<file path="src/rtl/clock_monitor_pkg.sv">
// clock_monitor_pkg: shared state encoding and default window constants for clock_monitor
package clock_monitor_pkg;
  typedef enum logic [2:0] {IDLE, ACQUIRE, MEASURE, LOCKED, LOST} state_t;
  localparam int DEF_CNT_W = 16;
  localparam int DEF_PERIOD_MIN = 90;
  localparam int DEF_PERIOD_MAX = 110;
  localparam int DEF_LOCK_CNT = 4;
  localparam int DEF_SYNC_STAGES = 2;
endpackage

</file>
<file path="src/rtl/sync_edge_detect.sv">
// sync_edge_detect: synchronises an async strobe and emits a one-cycle pulse on its rising edge
module sync_edge_detect #(
  parameter int STAGES = 2
) (
  input  logic clk,
  input  logic rst,
  input  logic sig_in,
  output logic pulse
);
  logic [STAGES-1:0] sync;
  logic prev;
  always_ff @(posedge clk) begin
    if (rst) begin
      sync  <= '0;
      prev  <= 1'b0;
      pulse <= 1'b0;
    end else begin
      sync  <= {sync[STAGES-2:0], sig_in};
      prev  <= sync[STAGES-1];
      pulse <= sync[STAGES-1] & ~prev;
    end
  end
endmodule

</file>
<file path="src/rtl/clock_monitor.sv">
// clock_monitor: measures the period of a slow async clock, checks it against a window and tracks lock
module clock_monitor
  import clock_monitor_pkg::*;
#(
  parameter int CNT_W       = DEF_CNT_W,
  parameter int PERIOD_MIN  = DEF_PERIOD_MIN,
  parameter int PERIOD_MAX  = DEF_PERIOD_MAX,
  parameter int LOCK_CNT    = DEF_LOCK_CNT,
  parameter int SYNC_STAGES = DEF_SYNC_STAGES
) (
  input  logic             clk,
  input  logic             rst,
  input  logic             en,
  input  logic             sig_in,
  output logic             clk_ok,
  output logic             period_valid,
  output logic [CNT_W-1:0] period_out,
  output logic             err_fast,
  output logic             err_slow
);
  localparam logic [CNT_W-1:0] P_MIN  = CNT_W'(PERIOD_MIN);
  localparam logic [CNT_W-1:0] P_MAX  = CNT_W'(PERIOD_MAX);
  localparam logic [CNT_W-1:0] P_SLOW = CNT_W'(PERIOD_MAX + 1);
  localparam int GW = $clog2(LOCK_CNT + 1);
  localparam logic [GW-1:0] G_LOCK = GW'(LOCK_CNT);
  state_t state, nxt;
  logic det, pv_d, ef_d, es_d;
  logic [CNT_W-1:0] cnt;
  logic [GW-1:0] good_cnt, good_nxt, good_inc;
  sync_edge_detect #(.STAGES(SYNC_STAGES)) u_sync (
    .clk   (clk),
    .rst   (rst),
    .sig_in(sig_in),
    .pulse (det)
  );
  assign good_inc = good_cnt == G_LOCK ? G_LOCK : good_cnt + 1'b1;
  assign clk_ok   = state == LOCKED;
  always_comb begin
    nxt      = state;
    good_nxt = good_cnt;
    pv_d     = 1'b0;
    ef_d     = 1'b0;
    es_d     = 1'b0;
    if (!en) begin
      nxt      = IDLE;
      good_nxt = '0;
    end else begin
      case (state)
        IDLE:          nxt = ACQUIRE;
        ACQUIRE, LOST: nxt = det ? MEASURE : state;
        default: begin
          if (det) begin
            pv_d     = 1'b1;
            ef_d     = cnt < P_MIN;
            es_d     = cnt > P_MAX;
            good_nxt = (ef_d || es_d) ? '0 : good_inc;
            nxt      = (ef_d || es_d) ? MEASURE : good_nxt == G_LOCK ? LOCKED : state;
          end else if (cnt == P_SLOW) begin
            es_d     = 1'b1;
            good_nxt = '0;
            nxt      = LOST;
          end
        end
      endcase
    end
  end
  always_ff @(posedge clk) begin
    if (rst) begin
      state        <= IDLE;
      cnt          <= '0;
      good_cnt     <= '0;
      period_valid <= 1'b0;
      err_fast     <= 1'b0;
      err_slow     <= 1'b0;
      period_out   <= '0;
    end else begin
      state        <= nxt;
      good_cnt     <= good_nxt;
      cnt          <= state == IDLE ? '0 : det ? CNT_W'(1) : cnt == '1 ? cnt : cnt + 1'b1;
      period_valid <= pv_d;
      err_fast     <= ef_d;
      err_slow     <= es_d;
      if (pv_d) period_out <= cnt;
    end
  end
endmodule

</file>
<file path="config.mk">
export PLATFORM = sky130hd
export DESIGN_NAME = clock_monitor
export DESIGN_NICKNAME = d
export VERILOG_FILES = /design/src/rtl/clock_monitor_pkg.sv /design/src/rtl/sync_edge_detect.sv /design/src/rtl/clock_monitor.sv
export SDC_FILE = /design/constraint.sdc
export NUM_CORES = 1
export LEC_CHECK = 0
export BUFFER_PORTS_ARGS = -buffer_cell sky130_fd_sc_hd__buf_4
export CORE_AREA = 2 2 79 81
export CTS_BUF_LIST = sky130_fd_sc_hd__clkbuf_4
export CTS_CLUSTER_SIZE = 24
export DETAILED_ROUTE_END_ITERATION = 6
export DIE_AREA = 0 0 81 83
export SETUP_SLACK_MARGIN = 0.05
export SYNTH_ARGS = -nofsm -noshare
export SYNTH_HDL_FRONTEND = slang
export SYNTH_SLANG_ARGS = --single-unit
</file>
<file path="constraint.sdc">
create_clock -name clk -period 4.67 [get_ports clk]
set_input_delay 0.2335 -clock clk [delete_from_list [all_inputs] [get_ports clk]]
set_output_delay 0.2335 -clock clk [all_outputs]
set_load 0.01 [all_outputs]
</file>
==> summary.txt <==
Clock network
  – Post-CTS resize count: 0
  – Clock slew at reported path FFs: about 0.13 ns
  – Number of buffers created by CTS: 5
  – Clk buf depth: 2
  – Clk_lat worst skew: between 0.3 and 0.4 ns
  – Root buffer cell: clkbuf_4
  – CTS tree: done
  – CTS hold repair buffers: 0
  – Htree depth: 2
  – TritonCTS Sinks: 45
  – Post-CTS Setup Bufs: 0

Yosys
  – Register area share after synthesis: about 45%
  – Post-Syn Area: 0.00200 sq mm
  – Area contributors post-synth: dfxtp_1 (45%), nand2_1 (7.9%), a21oi_1 (7.5%)
  – Synth area leader: dfxtp_1
  – Mapped Nets: roughly 250
  – Synth top area share: between 40% and 50%
  – Synth Flop Type: dfxtp_1
  – Async SR Flop Fraction: 0%
  – Number of flops mapped to enable cells by yosys: 0
  – Mean post-synth cell area: 8.37 sq um
  – Syn Inst Count: around 240
  – Synth warn: 0
  – Synth Register Bits: 45
  – Synth cell types: between 40 and 50

Cells and area
  – Final layout net count: 260
  – Syn-to-layout area delta: 13.7%
  – Diode count: 0
  – Layout cells sized above 1: between 10% and 20%
  – Number of filler cells placed in the layout: 616
  – Commonest non-fill, non-tap cell in the layout: dfxtp_1
  – Most frequent cells in the layout: dfxtp_1 (45), nand2_1 (42), a21oi_1 (30)

Worst setup path
  – Max Fanout on Critical Path: 7
  – Buf+Inv Stages, Crit Path: 0
  – CP required: 4.94 ns
  – Slowest stage cell on the critical path: or4_4
  – Crit path kind: flop to flop
  – Worst endpoint data arrival time: 2.41 ns
  – Top delay family on crit path: simple AND/OR/NAND/NOR gates
  – Worst setup EP type: flop
  – Worst setup SP type: flop
  – Crit-path max cell delay: 0.56 ns
  – Cells along the critical path: or4_4, nor4_4, and3_1, a21oi_2, a2111oi_2

Timing
  – Max Fclk: about 0.47 GHz
  – Final setup vio count: 0
  – Worst Hold Slack: approximately 0.091 ns
  – Setup_tns: 0 ns
  – Final worst path period share: 46.0%
  – Final Hold Vio Count: 0
  – Clock skew: around 0.015 ns
  – Max-slew violations: 0
  – Slew @ Worst Pin: 0.702 ns
  – Worst slew margin: 52.8%
  – Tmin final: 2.15 ns
  – RSZ-0062 raised after global routing: false

Drt
  – Routed vias: about 1.7k
  – Drt wl/cell: around 13 microns
  – Via/cell ratio: 5.12
  – Drt pass-1 iters: 4
  – Detailed Route WL: 4250 microns
  – Initial drt markers: 64
  – DRC errors left: 0
  – DRT antenna net count: 0

Status
  – Status: finished clean

Global route
  – Initial antenna violation count: 0
  – GRT Util Overall: between 10% and 20%
  – Number of global-route vias before repair: about 1.5k
  – Largest net degree at the start of global routing: 24
  – First-pass GRT wire length: 7140 microns
  – Gr ovfl total: 0

Floorplan
  – Row cnt: 28
  – # IOs: 24
  – Core Box Area: 0.00582 sq mm
  – Die area: roughly 0.0067 sq mm
  – Die height: 83 microns
  – Overall die width: 81 microns
  – Starting Density: 34.4%

Pwr
  – PwrDens: 286 mW/mm^2
  – Worst vdd ir: ~0.00016 V
  – Leak pwr: 0.000802 uW

Min path
  – Hold Path Class: input pin to flop

Placement
  – Placer Congestion: 0.886
  – DPL Wire Length: slightly below 3000 microns
  – Input/output buffers: 23

Job
  – Max_cap viols: 0
## registers in the layout, indices dropped and copies added (netlist names)
signal	cells
period_out	16
err_slow	1
u_sync.prev	1
u_sync.pulse	1
err_fast	1
state	3
cnt	16
good_cnt	3
u_sync.sync	2
period_valid	1
## Yosys cell counts (all sizes together), types with 4 or more instances
cell type and count:
nor2 15, dfxtp 45, a211oi 5, a21oi 31, xnor2 9, xor2 4, nor3 9, nand2 42
clkbuf 14, nor2b 5, nand3 8, nand4 4, inv 4, and3 6
## layout make-up
type / instances / area, sq um / share of cell area (%)
multi-input cells: 173 / 1010 / 44.5
flip-flops and latches: 45 / 901 / 39.6
repair buffers: 24 / 180 / 7.93
well taps: 75 / 93.8 / 4.13
clock buffers: 5 / 37.5 / 1.65
clock inverters: 2 / 35.0 / 1.54
inverters: 4 / 15.0 / 0.660
## routing by layer
metal / GRT usage, % / vias up / share of wire [%]
li1: - / 864 / -
met1: 18.0 / 782 / 50
met4: 4.16 / 0 / 1.4
met3: 4.78 / 5 / 3.8
met5: 0 / - / 0
met2: 20.0 / 29 / 44
## kinds of logic (layout without fill, tap and decap cells)
group,after synthesis,count (layout),synth area share (%)
AND/OR/NAND/NOR,104,104,26.4
AO/OA/AOI/OAI,53,53,16.6
flip-flops,45,45,45.1
buffers and inverters,21,35,4.38
XOR/XNOR,13,13,5.69
adder cells (fa/ha/maj),3,3,1.88
## metrics by stage
stage,power [uW],worst slack (ns),area [sq um],utilization [%],instances
2_1_floorplan,418,2.78,2000,-,239
4_1_cts,659,2.52,2270,39.1,328
3_5_place_dp,425,2.59,2200,37.8,321
3_3_place_gp,425,2.65,2200,37.8,321
6_report,650,2.52,2270,39.1,328
5_1_grt,677,2.40,2270,39.1,328
## report_power, final
| part | switching (uW) | internal, uW |
|---|---|---|
| Sequential | 3.84 | 387 |
| Combinational | 16.3 | 9.16 |
| Clock | 124 | 109 |
| Total | 144 | 505 |
## worst paths after layout
| check | slack (ns) | endpoint | cells after the start | startpoint |
|---|---|---|---|---|
| setup / recovery | 2.52 | state[1]$_SDFFE_PP0P_ | 5 | cnt[7]$_SDFFE_PP0P_ |
| hold / removal | 0.09 | u_sync.sync[0]$_SDFF_PP0_ | 2 | sig_in |
| setup reg to reg | 2.52 | state[1]$_SDFFE_PP0P_ | 5 | cnt[7]$_SDFFE_PP0P_ |
| hold reg to reg | 0.39 | u_sync.pulse$_SDFF_PP0_ | 1 | u_sync.prev$_SDFF_PP0_ |
Power figures use the tool's default switching activity.
